File: config.mk
export PLATFORM = sky130hd
export DESIGN_NAME = cmd_scheduler
export DESIGN_NICKNAME = d
export VERILOG_FILES = /design/src/rtl/cmd_scheduler.sv
export SDC_FILE = /design/constraint.sdc
export NUM_CORES = 1
export LEC_CHECK = 0
export BUFFER_PORTS_ARGS = -buffer_cell sky130_fd_sc_hd__buf_2
export CAP_MARGIN = 40
export CORE_ASPECT_RATIO = 0.9
export CORE_MARGIN = 8
export CORE_UTILIZATION = 45
export DETAILED_ROUTE_END_ITERATION = 8
export PLACE_DENSITY = 0.63
export RECOVER_POWER = 25
export SETUP_SLACK_MARGIN = 0.5
export SYNTH_ARGS = -nofsm -noshare
export SYNTH_HDL_FRONTEND = slang
export SYNTH_SLANG_ARGS = --single-unit
File: constraint.sdc
create_clock -name sclk -period 6.7 [get_ports sclk]
set_clock_uncertainty 0.2 [all_clocks]
set_input_delay 0.335 -clock sclk [delete_from_list [all_inputs] [get_ports sclk]]
set_output_delay 0.335 -clock sclk [all_outputs]
set_load 0.03 [all_outputs]
File: src/rtl/cmd_scheduler.sv
// Command scheduler: queues {ctrl, duration} commands in a small FIFO and
// plays each one onto ctrl_out for exactly its duration in sclk cycles,
// strictly in arrival order, with an optional idle gap between commands.
module cmd_scheduler #(
    parameter int          DEPTH    = 4,
    parameter int          GAP_CYC  = 1,
    parameter logic [7:0]  IDLE_VAL = 8'h00
) (
    input  logic                      sclk,
    input  logic                      rst,
    input  logic                      cmd_valid,
    input  logic [7:0]                cmd_ctrl,
    input  logic [31:0]               cmd_time,
    input  logic                      abort,
    input  logic                      clr_ovf,
    output logic [7:0]                ctrl_out,
    output logic                      active,
    output logic                      busy,
    output logic                      cmd_done,
    output logic [$clog2(DEPTH):0]    fifo_level,
    output logic                      overflow
);

    localparam int AW = $clog2(DEPTH);
    localparam int LW = AW + 1;
    // Gap counter only needs to hold GAP_CYC-1; keep at least one bit so
    // the design still elaborates when the gap is disabled.
    localparam int GW = (GAP_CYC > 1) ? $clog2(GAP_CYC) : 1;

    typedef enum logic [1:0] {
        IDLE = 2'd0,
        RUN  = 2'd1,
        GAP  = 2'd2
    } state_t;

    state_t          state;
    state_t          state_n;
    logic [31:0]     cnt;
    logic [31:0]     cnt_n;
    logic [GW-1:0]   gap_cnt;
    logic [GW-1:0]   gap_cnt_n;
    logic [7:0]      ctrl_out_n;
    logic            active_n;
    logic            cmd_done_n;

    logic [39:0]     mem [DEPTH];
    logic [AW-1:0]   wr_ptr;
    logic [AW-1:0]   rd_ptr;
    logic [LW-1:0]   level;

    logic            fifo_empty;
    logic            fifo_full;
    logic            pop;
    logic            push_ok;
    logic            drop;
    logic [7:0]      head_ctrl;
    logic [31:0]     head_time;

    assign fifo_empty = (level == '0);
    assign fifo_full  = (level == LW'(DEPTH));
    assign head_ctrl  = mem[rd_ptr][39:32];
    assign head_time  = mem[rd_ptr][31:0];

    // A pop in the same cycle frees a slot, so a push into a full FIFO is
    // still accepted when the FSM is taking the head entry.
    assign push_ok = cmd_valid && !abort && (!fifo_full || pop);
    assign drop    = cmd_valid && !abort && fifo_full && !pop;

    assign fifo_level = level;
    assign busy       = (state != IDLE) || (level != '0);

    // Next-state and next-output logic; abort forces an immediate return to idle.
    always_comb begin
        state_n    = state;
        cnt_n      = cnt;
        gap_cnt_n  = gap_cnt;
        ctrl_out_n = ctrl_out;
        active_n   = active;
        cmd_done_n = 1'b0;
        pop        = 1'b0;
        if (abort) begin
            state_n    = IDLE;
            cnt_n      = '0;
            gap_cnt_n  = '0;
            ctrl_out_n = IDLE_VAL;
            active_n   = 1'b0;
        end else begin
            case (state)
                IDLE: begin
                    if (!fifo_empty) begin
                        pop = 1'b1;
                        if (head_time == 32'd0) begin
                            cmd_done_n = 1'b1;
                        end else begin
                            cnt_n      = head_time - 32'd1;
                            ctrl_out_n = head_ctrl;
                            active_n   = 1'b1;
                            state_n    = RUN;
                        end
                    end
                end
                RUN: begin
                    if (cnt != 32'd0) begin
                        cnt_n = cnt - 32'd1;
                    end else begin
                        ctrl_out_n = IDLE_VAL;
                        active_n   = 1'b0;
                        cmd_done_n = 1'b1;
                        if (GAP_CYC > 0) begin
                            state_n   = GAP;
                            gap_cnt_n = GW'(GAP_CYC - 1);
                        end else begin
                            state_n = IDLE;
                        end
                    end
                end
                GAP: begin
                    if (gap_cnt == '0) begin
                        state_n = IDLE;
                    end else begin
                        gap_cnt_n = gap_cnt - 1'b1;
                    end
                end
                default: begin
                    state_n = IDLE;
                end
            endcase
        end
    end

    // FSM and output registers.
    always_ff @(posedge sclk) begin
        if (rst) begin
            state    <= IDLE;
            cnt      <= '0;
            gap_cnt  <= '0;
            ctrl_out <= IDLE_VAL;
            active   <= 1'b0;
            cmd_done <= 1'b0;
        end else begin
            state    <= state_n;
            cnt      <= cnt_n;
            gap_cnt  <= gap_cnt_n;
            ctrl_out <= ctrl_out_n;
            active   <= active_n;
            cmd_done <= cmd_done_n;
        end
    end

    // FIFO storage; contents need no reset because occupancy gates every read.
    always_ff @(posedge sclk) begin
        if (!rst && push_ok) begin
            mem[wr_ptr] <= {cmd_ctrl, cmd_time};
        end
    end

    // FIFO pointers, occupancy and the sticky overflow flag.
    always_ff @(posedge sclk) begin
        if (rst) begin
            wr_ptr   <= '0;
            rd_ptr   <= '0;
            level    <= '0;
            overflow <= 1'b0;
        end else if (abort) begin
            wr_ptr <= '0;
            rd_ptr <= '0;
            level  <= '0;
        end else begin
            if (push_ok) begin
                wr_ptr <= wr_ptr + 1'b1;
            end
            if (pop) begin
                rd_ptr <= rd_ptr + 1'b1;
            end
            level <= level + LW'(push_ok) - LW'(pop);
            if (drop) begin
                overflow <= 1'b1;
            end else if (clr_ovf) begin
                overflow <= 1'b0;
            end
        end
    end

endmodule
==> reports/results.tsv <==
metric	value	unit
finalNetCount	855	
worstPathMaxFanout	24	
cellPowerDensity	263	mW/mm^2
coreArea	0.0213	sq mm
wl	22000	um
tightest_slew	0.943	ns
die_h	155	um
fin_crit	4.40	ns
synth_cells	700	
antenna_found_initial	0	
grt-ovfl-total	0	
vias	6427	
antennaDiodeCount	0	
path_buf_inv	1	
critical_path_class	reg -> reg	
postSynthAreaPerCell	13.8	sq um
ir_drop	0.177	mV
critical_path.slowest_cell	nor4_4	
async_flop_share	0	%
cts_made_buffers	23	
portBuffers	59	
clk_latency	0.53	ns
slew_headroom	36.8	%
place_congestion	0.907	
synth_nets	753	
synthFlopType	edfxtp_1	
hp-class	in -> reg	
drc	0	
dp.cells	1026	
start_kind	flip-flop	
setup-tns-final	0	ns
finalCritPeriodShare	65.7	%
cts_buffer_depth	3	
drive_gt1_share	18.4	%
yosysTopAreaCellShare	49.8	%
synth.cell_area	0.00965	sq mm
crit_chain	buf_4 -> mux4_2 -> mux2i_1 -> ha_1 -> nor2b_1 -> nor3b_1 -> a21oi_1 -> nor4_4 -> nand4_2 -> a211o_1 -> o311ai_1	
grt_max_degree	58	
io_pins	60	
die_area	0.0264	sq mm
h-tree-depth	1	
viasPerCell	5.79	
synthTopCellsByArea	edfxtp_1, dfxtp_1, mux4_2	
grt_pass1_vias	6630	
leakage	3.84	nW
final_antenna_net_count	0	
die_w	170	um
drv_cap	0	
start_util	45.3	%
critPathMaxStageDelay	0.80	ns
syn_to_final_growth	17.4	%
cts.clk_slew.worst_paths	0.06	ns
ys_seq_elements	214	
fin_util	53.1	%
cp.arrival	4.62	ns
fmax	227	MHz
rsz0062_at_grt	no	
synth.distinct_cells	73	
grtUsageTotal	16.9	%
hpwl	14300	um
status	finished, final reports clean	
synth_most_common_cell	edfxtp_1	
endpoint_kind	flip-flop	
first_pass_iters	5	
yosysWarnings	0	
num_rows	51	
cts-resized-gates	0	
report.final.slew_viol_count	0	
cp_top_family	simple AND/OR/NAND/NOR gates	
setup_viol	0	
yosysTopAreaCell	edfxtp_1	
synth.yosys.seq_area_share	61.0	%
final_cell_count_no_fill	1110	
grt_pass1_wl	35600	um
drtIter0Drc	573	
hold_viol	0	
ys_top_cells_by_count	edfxtp_1, nor2_1, dfxtp_1	
synth_enable_flop_cells	160	
wl_per_cell	19.9	um
crit_required	6.92	ns
clock-sinks	214	
cts_root_buffer	clkbuf_16	
cts_tree	yes	
==> timing repair <==
action | in CTS | in global routing
endpoints found under the hold margin | 161 | 0
buffers inserted | 0 | 0
hold buffers | 42 | 0
==> final timing paths <==
path                   from  cells past startpoint   endpoint  slack, ns
setup reg to reg  flip-flop                     11    cnt[28]       2.30
hold / removal        abort                      4  rd_ptr[0]       0.13
setup / recovery  flip-flop                     11    cnt[28]       2.30
hold reg to reg     cnt[24]                      2    cnt[24]       0.27
==> per-layer routing <==
| layer | vias to the layer above | track usage, % | wire length [um] | share of wire (%) |
|---|---|---|---|---|
| li1 | 2946 | - | - | - |
| met1 | 3202 | 22.6 | 9470 | 43 |
| met2 | 235 | 27.1 | 10500 | 48 |
| met3 | 44 | 2.99 | 1350 | 6.1 |
| met4 | 0 | 6.18 | 679 | 3.1 |
| met5 | - | 0 | 0 | 0 |
==> metrics by stage <==
stage | power (mW) | cell area [sq um] | worst slack, ns | hold slack [ns]
final | 2.98 | 11300 | 2.30 | 0.134
after global routing | 3.08 | 11300 | 1.92 | 0.193
after CTS | 3.00 | 11400 | 2.29 | 0.129
after detailed placement | 1.76 | 10200 | 2.33 | 0.257
after global placement | 1.75 | 10200 | 2.36 | 0.233
after floorplan | 1.67 | 9650 | 2.80 | 0.204
==> tightest hold or removal path: stages <==
cell     delay (ns)
buf_2          0.13
nor2_1         0.10
xnor2_1        0.16
nor2_1         0.08
==> flip-flops by register name (all words and copies together), names as in the netlist, named ones only <==
| name | count |
|---|---|
| mem | 160 |
| cnt | 32 |
| ctrl_out | 8 |
| fifo_level | 3 |
| rd_ptr | 2 |
| state | 2 |
| wr_ptr | 2 |
| active | 1 |
| cmd_done | 1 |
| overflow | 1 |
==> cell type report <==
type                            instances  area, sq um
Inverter                               11         41.3
Fill cell                            1809         9990
Multi-Input combinational cell        437         3490
Clock inverter                         13          128
Sequential cell                       214         5890
Tap cell                              291          364
Clock buffer                           29          598
Timing Repair Buffer                  115          812
==> cells by family (layout without fill, tap and decap cells) <==
group / Yosys count / in the layout / share of synthesized area [%]
AOI/OAI and AO/OA: 121 / 121 / 8.65
muxes: 61 / 61 / 12.1
DFF: 214 / 214 / 61.0
and+or+nand+nor: 234 / 234 / 13.1
adders and majority gates: 8 / 8 / 1.12
xor gates and xnor gates: 13 / 13 / 1.18
buffers and inverters: 49 / 168 / 2.90
==> cells in the final DEF (no fill, tap or decap), types with 21 or more instances in the layout <==
cell type / count
a21oi_1: 27
buf_2: 33
clkbuf_1: 32
clkbuf_16: 23
dfxtp_1: 52
dlygate4sd3_1: 42
edfxtp_1: 160
mux4_2: 40
nand2_1: 47
nand3_1: 21
nor2_1: 62
nor3_1: 22
==> report_power, final <==
group / switching, mW / leakage [nW] / internal (mW)
registers: 0.0155 / 1.88 / 1.45
clock network: 0.508 / 0.346 / 0.713
logic: 0.183 / 1.61 / 0.109
Note: power is estimated with default switching activity, not from simulation.
